==> src/rtl/next_pc_unit_pkg.sv <==
// Shared definitions for the next-PC unit and its branch target buffer.
//   - addr_mode encodings for the resolve port
//   - 2-bit direction counter constants and saturating update helper
//   - instruction size used for sequential fetch and fall-through
package next_pc_unit_pkg;

    localparam logic ADDR_PC = 1'b0;   // target = resolve_pc + imm
    localparam logic ADDR_RD = 1'b1;   // target = (rs1d + imm) & ~1

    localparam logic [1:0] CTR_MIN   = 2'b00;
    localparam logic [1:0] CTR_INIT  = 2'b01;
    localparam logic [1:0] CTR_ALLOC = 2'b10;
    localparam logic [1:0] CTR_MAX   = 2'b11;

    localparam logic [31:0] INSTR_BYTES = 32'd4;

    // Saturating 2-bit counter step toward the observed direction.
    function automatic logic [1:0] ctr_step(input logic [1:0] ctr, input logic taken);
        logic [1:0] res;
        if (taken) begin
            res = (ctr == CTR_MAX) ? CTR_MAX : ctr + 2'd1;
        end else begin
            res = (ctr == CTR_MIN) ? CTR_MIN : ctr - 2'd1;
        end
        return res;
    endfunction

endpackage

==> src/rtl/next_pc_unit_branch_target_buffer.sv <==
// Direct-mapped branch target buffer with 2-bit direction counters.
// Ports:
//   clk, rstn            clock, async active-low reset
//   flush_i              clear every valid bit at the edge (wins over update)
//   lookup_pc_i          fetch PC to look up (combinational)
//   pred_taken_o         hit and counter MSB set
//   pred_target_o        stored target on hit, zero on miss
//   upd_valid_i          apply a resolved branch at the edge
//   upd_pc_i             PC of the resolving instruction
//   upd_taken_i          resolved direction
//   upd_target_i         resolved target address
module branch_target_buffer
    import next_pc_unit_pkg::*;
#(
    parameter int WordSize = 32,
    parameter int Entries  = 16
) (
    input  logic                clk,
    input  logic                rstn,
    input  logic                flush_i,
    input  logic [WordSize-1:0] lookup_pc_i,
    output logic                pred_taken_o,
    output logic [WordSize-1:0] pred_target_o,
    input  logic                upd_valid_i,
    input  logic [WordSize-1:0] upd_pc_i,
    input  logic                upd_taken_i,
    input  logic [WordSize-1:0] upd_target_i
);

    localparam int IdxW = $clog2(Entries);
    localparam int TagW = WordSize - IdxW - 2;

    logic                valid_q  [Entries];
    logic [TagW-1:0]     tag_q    [Entries];
    logic [WordSize-1:0] target_q [Entries];
    logic [1:0]          ctr_q    [Entries];

    logic [IdxW-1:0] lk_idx_s;
    logic [TagW-1:0] lk_tag_s;
    logic            lk_hit_s;
    logic [IdxW-1:0] up_idx_s;
    logic [TagW-1:0] up_tag_s;
    logic            up_hit_s;
    logic            unused_bits_s;

    // Byte offset within the instruction never participates in index or tag.
    assign unused_bits_s = ^{lookup_pc_i[1:0], upd_pc_i[1:0]};

    assign lk_idx_s = lookup_pc_i[IdxW+1:2];
    assign lk_tag_s = lookup_pc_i[WordSize-1:IdxW+2];
    assign up_idx_s = upd_pc_i[IdxW+1:2];
    assign up_tag_s = upd_pc_i[WordSize-1:IdxW+2];

    // Lookup and update hit detection against current (pre-update) contents.
    always_comb begin
        lk_hit_s      = valid_q[lk_idx_s] && (tag_q[lk_idx_s] == lk_tag_s);
        up_hit_s      = valid_q[up_idx_s] && (tag_q[up_idx_s] == up_tag_s);
        pred_taken_o  = lk_hit_s && ctr_q[lk_idx_s][1];
        if (lk_hit_s) begin
            pred_target_o = target_q[lk_idx_s];
        end else begin
            pred_target_o = {WordSize{1'b0}};
        end
    end

    // Entry storage: flush clears valids only; otherwise apply resolved branch.
    always_ff @(posedge clk or negedge rstn) begin
        if (!rstn) begin
            for (int i = 0; i < Entries; i++) begin
                valid_q[i]  <= 1'b0;
                tag_q[i]    <= {TagW{1'b0}};
                target_q[i] <= {WordSize{1'b0}};
                ctr_q[i]    <= CTR_INIT;
            end
        end else if (flush_i) begin
            for (int i = 0; i < Entries; i++) begin
                valid_q[i] <= 1'b0;
            end
        end else if (upd_valid_i) begin
            if (up_hit_s) begin
                ctr_q[up_idx_s] <= ctr_step(ctr_q[up_idx_s], upd_taken_i);
                if (upd_taken_i) begin
                    target_q[up_idx_s] <= upd_target_i;
                end
            end else if (upd_taken_i) begin
                valid_q[up_idx_s]  <= 1'b1;
                tag_q[up_idx_s]    <= up_tag_s;
                target_q[up_idx_s] <= upd_target_i;
                ctr_q[up_idx_s]    <= CTR_ALLOC;
            end
        end
    end

endmodule

==> src/rtl/next_pc_unit.sv <==
// Fetch-side next-PC generator.
// Holds the fetch PC, predicts the next fetch address from the BTB, resolves
// branches coming back from execute and redirects fetch on mispredict.
// Ports:
//   clk, rstn                      clock, async active-low reset
//   stall                          hold fetch PC (a redirect still wins)
//   btb_flush                      invalidate all BTB entries at the edge
//   resolve_valid/resolve_pc/...   resolved branch from execute
//   pc                             registered fetch PC
//   pred_taken/pred_target         BTB prediction for pc
//   branch_addr/npc                computed target / correct next PC
//   redirect                       mispredict, fetch restarts at npc
module next_pc_unit
    import next_pc_unit_pkg::*;
#(
    parameter int                  WordSize    = 32,
    parameter int                  Entries     = 16,
    parameter logic [WordSize-1:0] ResetVector = {WordSize{1'b0}}
) (
    input  logic                clk,
    input  logic                rstn,
    input  logic                stall,
    input  logic                btb_flush,
    input  logic                resolve_valid,
    input  logic [WordSize-1:0] resolve_pc,
    input  logic                addr_mode,
    input  logic                branch_taken,
    input  logic [WordSize-1:0] imm,
    input  logic [WordSize-1:0] rs1d,
    input  logic                pred_taken_in,
    input  logic [WordSize-1:0] pred_target_in,
    output logic [WordSize-1:0] pc,
    output logic                pred_taken,
    output logic [WordSize-1:0] pred_target,
    output logic [WordSize-1:0] branch_addr,
    output logic [WordSize-1:0] npc,
    output logic                redirect
);

    localparam logic [WordSize-1:0] Step = WordSize'(INSTR_BYTES);

    logic [WordSize-1:0] pc_q;
    logic [WordSize-1:0] pc_d;
    logic [WordSize-1:0] rd_sum_s;

    branch_target_buffer #(
        .WordSize (WordSize),
        .Entries  (Entries)
    ) u_btb (
        .clk           (clk),
        .rstn          (rstn),
        .flush_i       (btb_flush),
        .lookup_pc_i   (pc_q),
        .pred_taken_o  (pred_taken),
        .pred_target_o (pred_target),
        .upd_valid_i   (resolve_valid),
        .upd_pc_i      (resolve_pc),
        .upd_taken_i   (branch_taken),
        .upd_target_i  (branch_addr)
    );

    // Resolve-side target arithmetic and mispredict detection.
    always_comb begin
        rd_sum_s = rs1d + imm;
        if (addr_mode == ADDR_RD) begin
            branch_addr = {rd_sum_s[WordSize-1:1], 1'b0};
        end else begin
            branch_addr = resolve_pc + imm;
        end
        if (branch_taken) begin
            npc = branch_addr;
        end else begin
            npc = resolve_pc + Step;
        end
        // Wrong direction, or right "taken" direction with wrong target.
        redirect = resolve_valid &&
                   ((branch_taken != pred_taken_in) ||
                    (branch_taken && pred_taken_in && (branch_addr != pred_target_in)));
    end

    // Next fetch PC: redirect > stall > predicted taken > sequential.
    always_comb begin
        if (redirect) begin
            pc_d = npc;
        end else if (stall) begin
            pc_d = pc_q;
        end else if (pred_taken) begin
            pc_d = pred_target;
        end else begin
            pc_d = pc_q + Step;
        end
    end

    // Fetch PC register.
    always_ff @(posedge clk or negedge rstn) begin
        if (!rstn) begin
            pc_q <= ResetVector;
        end else begin
            pc_q <= pc_d;
        end
    end

    assign pc = pc_q;

endmodule

==> config.mk <==
export PLATFORM = sky130hd
export DESIGN_NAME = next_pc_unit
export DESIGN_NICKNAME = d
export VERILOG_FILES = /design/src/rtl/next_pc_unit_pkg.sv /design/src/rtl/next_pc_unit_branch_target_buffer.sv /design/src/rtl/next_pc_unit.sv
export SDC_FILE = /design/constraint.sdc
export NUM_CORES = 2
export LEC_CHECK = 0
export CAP_MARGIN = 0
export CORE_MARGIN = 10
export CORE_UTILIZATION = 55
export CTS_BUF_LIST = sky130_fd_sc_hd__clkbuf_2
export CTS_CLUSTER_SIZE = 12
export DETAILED_ROUTE_END_ITERATION = 8
export PLACE_DENSITY = 0.71
export SLEW_MARGIN = 20
export SYNTH_ARGS = -nofsm -noshare
export SYNTH_HDL_FRONTEND = slang
export SYNTH_SLANG_ARGS = --single-unit
==> constraint.sdc <==
create_clock -name clk -period 12.9 [get_ports clk]
set_input_delay 2.58 -clock clk [delete_from_list [all_inputs] [get_ports clk]]
set_output_delay 2.58 -clock clk [all_outputs]
set_load 0.02 [all_outputs]
* Word-level counts from Yosys, hierarchy flattened *
Cells that the tools add are included.

storage, ports and cells
  register bits = 1008
  bits in latches = 0
  RAM bits = 0
  bits in read-only memories = 0
  output and inout bits = 130
  logic and storage cells = 155
  memories = 0

operators by class
  add/sub/neg operators = 6
  multiply operators = 0
  divide/modulo/power cells = 0
  order comparisons = 3
  equal/unequal tests = 7
  shifts and indexed selects = 0
  mux-type cells = 50
  bitwise logic cells = 8
  reductions and logical operators = 16

operators by type and width
  cell                                                       count
  bitwise mux 512 bit                                        1
  bitwise mux 416 bit                                        1
  2-to-1 mux 32 bit                                          11
  binary-select mux 26 bit (select 4 bit)                    2
  2-to-1 mux 26 bit                                          5
  binary-select mux 32 bit (select 4 bit)                    1
  demux 32 bit (select 4 bit)                                1
  demux 26 bit (select 4 bit)                                1
  adder 32 x 3 -> 32 bit (second input constant)             2
  adder 32 bit                                               2
  2-to-1 mux 16 bit                                          4
  equality test 26 bit                                       2
  bitwise mux 32 bit                                         1
  inequality test 32 bit                                     1
  bitwise OR 16 bit                                          2
  2-to-1 mux 2 bit                                           11
  AND 16 bit                                                 1
  binary-select mux 2 bit (select 4 bit)                     2
  inverter 16 bit                                            1
  greater-or-equal comparator 5 bit (second input constant)  2
  inverter 4 -> 5 bit                                        2
  AND reduction 3 bit                                        3
  binary-select mux 1 bit (select 4 bit)                     2
  demux 2 bit (select 4 bit)                                 1
  15 further kinds                                           28

* Logic depth before layout (Yosys ltp) *
  depth in word-level cells = 12
  gate-level depth with buffers = 18
  mapped depth without buffers = 14

* Modules after synthesis *
From an unflattened synthesis, not the netlist that was laid out.

unflattened totals
  cells, all modules = 4678
  area, all modules = 58556.2 µm²

by module, submodules not included
  module                times used  cells an instance  area each (µm²)  sequential area each (µm²)
  branch_target_buffer  1           3489               49980.4          24443.4
  next_pc_unit          1           1189               8575.7           800.8

* Worst setup path after synthesis *
Ideal clock, no wire load.

  path kind = input -> output
  start = in resolve_pc[0]
  end = out redirect
  arrival time = 5.921 ns
  setup slack = 4.399 ns
  stages on the path = 14
  path through = ha_1 > fa_1 > a21o_1 > a221o_1 > nand4_1 > nand3_1 > xor2_1 > xor2_1 > a2111oi_2 > mux2i_1 > or4_4 > nor4_4 > a41oi_4 > buf_6

on the way
  longest elaborated chain between the ends = 6

RTL lines
  item                    RTL line            source
  from (decl)             next_pc_unit.sv:25  input logic [WordSize-1:0] resolve_pc,
  adder 32 bit            next_pc_unit.sv:68  branch_addr = resolve_pc + imm;
  2-to-1 mux 32 bit       next_pc_unit.sv:65  if (addr_mode == ADDR_RD) begin
  inequality test 32 bit  next_pc_unit.sv:78  (branch_taken && pred_taken_in && (branch_addr != pred_target_in)));
  logical AND 1 bit       next_pc_unit.sv:78
  logical OR 1 bit        next_pc_unit.sv:77  ((branch_taken != pred_taken_in) ||
  logical AND 1 bit       next_pc_unit.sv:76  redirect = resolve_valid &&
  to (decl)               next_pc_unit.sv:37  output logic redirect

Every way passes these cells.

* Worst setup path in the final report *
  start = reg pc_q[2], in the netlist pc[2]
  end = out pred_taken

on the way
  longest elaborated chain between the ends = 7

RTL lines
  item                                                  RTL line                                                                          source
  from (decl)                                           next_pc_unit.sv:42                                                                logic [WordSize-1:0] pc_q;
  from (signal assigned)                                next_pc_unit.sv:97                                                                pc_q <= ResetVector;
  from (signal assigned)                                next_pc_unit.sv:99                                                                pc_q <= pc_d;
  inverter 4 -> 5 bit (not written as such) (*)         next_pc_unit_branch_target_buffer.sv:56, next_pc_unit_branch_target_buffer.sv:58
  binary-select mux 26 bit (select 4 bit)               next_pc_unit_branch_target_buffer.sv:56                                           lk_hit_s = valid_q[lk_idx_s] && (tag_q[lk_idx_s] == lk_tag_s);
  2-to-1 mux 26 bit (not written as such) (2 in a row)  next_pc_unit_branch_target_buffer.sv:56
  equality test 26 bit                                  next_pc_unit_branch_target_buffer.sv:56
  logical AND 1 bit                                     next_pc_unit_branch_target_buffer.sv:56
  logical AND 1 bit (*)                                 next_pc_unit_branch_target_buffer.sv:58                                           pred_taken_o = lk_hit_s && ctr_q[lk_idx_s][1];
  to (decl)                                             next_pc_unit.sv:33                                                                output logic pred_taken,

Mark *: on every way between the ends. The rest lies on a longest branch, timed or not. The select of a mux whose other input is x is not followed.

==> results.cfg <==
[pwr]
p_per_area_mw_per_mm2 = 154
internal_power_mw = 5.92
p_leak_nw = 27.5
peakVddDrop_uv = 87.4
p_clk_share_pct = 23.5
swShare_pct = 37.1
comb_power_share_pct = 33.0
seqPwrFrac_pct = 43.5
p_switching_mw = 3.50

[placed_design]
dp_cells = 5931
dpl-instance-area_sq_mm = 0.0590
gp_congestion = 0.996
hpwl_mm = 119
numPortBuffers = 265
pre_cts_slack_ns = 2.40

[cts]
path_clk_slew_ns = 0.12
cts_root_buffer = clkbuf_2
cts_sinks = 1008
clk_path_buf_depth = 4
holdBufCountCts = 0
clock_latency_ns = 1.64
cts_resized = 0
cts_tree = yes
numCtsBuffers = 282
postCtsSetupRepairBufs = 0
cts.htree.levels = 5

[yosys]
yosys_warnings = 0
synth_area_sq_mm = 0.0553
synth_cell_types = 101
synth_top_area_cell = dfrtp_1
syn_area_per_cell_sq_um = 11.9
synth.yosys.seq_area_share_pct = 45.7
synth_cells = 4659
synthTopCellsByArea = dfrtp_1, mux4_2, mux2_2
ys_top_cells_by_count = dfrtp_1, nand2_1, o21ai_0
synth-main-ff-cell = dfrtp_1
ys_ff_latch = 1008
synth_top_area_share_pct = 44.9
synth_most_common_cell = dfrtp_1
async_flop_share_pct = 100
syn_nets = 4864
synth-edff-count = 0

[detailed_routing]
drtPass1Iterations = 7
ant_nets = 0
drc_errors = 0
drt-initial-drc-count = 4359
via_per_inst = 6.52
wl_per_cell_um = 29.0
routed-via-count = 41700
wl_mm = 185

[timing]
setup_viol = 0
rsz0062_at_grt = no
setup_tns_ns = 0
fin_crit_sh_pct = 83.7
period_minus_slack_ns = 10.79
skew_ns = 0.202
tightest_slew_ns = 1.23
slew_headroom_pct = 15.6
fin_ws_ns = 2.11
hold_violations = 0
max_freq_mhz = 92.7
drv_slew = 0

[floorplanning]
initial_core_util_pct = 55.4
die_h_um = 337
chipWidth_um = 337
pin_count = 266
std_cell_rows = 116
die_area_sq_mm = 0.114
core_sq_mm = 0.0999

[critical_path]
crit_fanout = 81
critPathCaptureType = output pin
crit_type = flip-flop to output pin
critPathLaunchType = flip-flop
crit_arrival_ns = 8.21
worstPathRequired_ns = 10.32

[finish]
final_nets = 5122
area_growth_pct = 11.0
instances_no_fill = 6392
drive_above_1_share_pct = 26.8
final_area_sq_mm = 0.0613

[global_routing]
overflow = 0
grt_max_degree = 175
antenna_found_initial = 16
grt_usage_pct = 32.8
first_global_vias = 42000
grt_pass1_wl_mm = 274

[worst_hold_path]
hold_path.class = flip-flop to flip-flop

[run_status]
status = finished, final reports clean

[flow_run]
cap_violations = 0
==> sequential cells by signal, indices dropped and copies added, names as in the netlist <==
register,flops
u_btb.ctr_q,32
u_btb.valid_q,16
pc,32
u_btb.target_q,512
u_btb.tag_q,416
==> area by class of cell <==
class                           instances  area [sq um]
Sequential cell                      1008         25300
Inverter                               63           239
Fill cell                            8135         38500
Clock buffer                          400          2000
Tap cell                             1298          1620
Antenna cell                           13          32.5
Clock inverter                         48           269
Multi-Input combinational cell       3183         28300
Timing Repair Buffer                  379          3590
==> logic make-up (layout without fill, tap and decap cells) <==
family / after synthesis / in the layout / synth area share (%)
muxes: 995 / 995 / 28.8
adders and majority gates: 70 / 70 / 1.61
xor gates and xnor gates: 174 / 174 / 2.78
other: 0 / 13 / 0
DFF: 1008 / 1008 / 45.7
buffers and inverters: 468 / 890 / 3.49
and+or+nand+nor: 1038 / 1038 / 8.28
AOI/OAI and AO/OA: 906 / 906 / 9.42
==> final timing paths <==
kind | slack, ns | cells after the start | start | endpoint
min | 0.46 | 2 | u_btb.ctr_q[8]$_DFFE_PN1P_ | u_btb.ctr_q[8]$_DFFE_PN1P_
max in group asynchronous | 9.47 | 3 | rstn | u_btb.target_q[185]$_DFFE_PN0P_
max | 2.11 | 12 | pc[2]$_DFFE_PN0P_ | pred_taken
max reg2reg | 5.64 | 14 | pc[2]$_DFFE_PN0P_ | pc[1]$_DFFE_PN0P_
min in group asynchronous | 1.10 | 1 | rstn | u_btb.target_q[429]$_DFFE_PN0P_
min reg2reg | 0.46 | 2 | u_btb.ctr_q[8]$_DFFE_PN1P_ | u_btb.ctr_q[8]$_DFFE_PN1P_
==> power groups by stage <==
stage	sequential (mW)	combinational [mW]	clock (mW)
floorplan	3.96	2.02	0
global placement	4.10	3.03	0
detailed placement	4.13	3.06	0
CTS	4.07	3.07	2.25
global route	4.15	3.29	2.42
finish	4.10	3.11	2.21
==> per-layer routing <==
| layer | vias to the layer above | GRT usage, % | wire length [um] |
|---|---|---|---|
| met5 | - | 0 | 57 |
| met1 | 21100 | 42.6 | 72400 |
| met2 | 2362 | 49.3 | 83100 |
| met3 | 544 | 10.4 | 20400 |
| met4 | 10 | 16.4 | 9460 |
| li1 | 17700 | - | - |
==> cells in the final DEF (no fill, tap or decap), types with 14 or more instances in the layout <==
cell,instances
a21o_1,39
a21oi_1,114
a31oi_1,22
and2_1,47
and3_1,36
buf_4,108
clkbuf_2,400
clkdlybuf4s50_1,257
clkinv_1,33
dfrtp_1,988
dfstp_2,16
ha_1,67
inv_1,59
mux2_1,185
mux2_2,272
mux2_4,30
mux2i_1,82
mux4_2,416
nand2_1,635
nand2_2,15
nand3_1,61
nand4_1,34
nor2_1,106
nor2_4,17
nor2b_1,14
nor3_1,17
o21ai_0,586
xnor2_1,100
xor2_1,72
==> worst max-delay path, stage by stage, from the launching register on <==
cell             delay [ns]
dfrtp_4                0.76
buf_12                 0.58
mux4_2                 0.58
mux2i_1                0.39
xnor2_1                0.12
nor4_1                 0.57
nand3_1                0.30
a2111oi_0              1.14
and4_1                 0.37
buf_4                  0.34
nand2_4                0.26
inv_1                  0.37
clkdlybuf4s50_1        0.69
==> per-stage QoR <==
step                hold slack (ns)  power [mW]  utilization, %
CTS                           0.471        9.39            61.4
detailed placement            0.458        7.20            59.1
finish                        0.465        9.42            61.4
global placement              0.450        7.13            59.1
floorplan                     0.441        5.98               -
global route                  0.496        9.86            61.4
(Power assumes the default switching activity.)
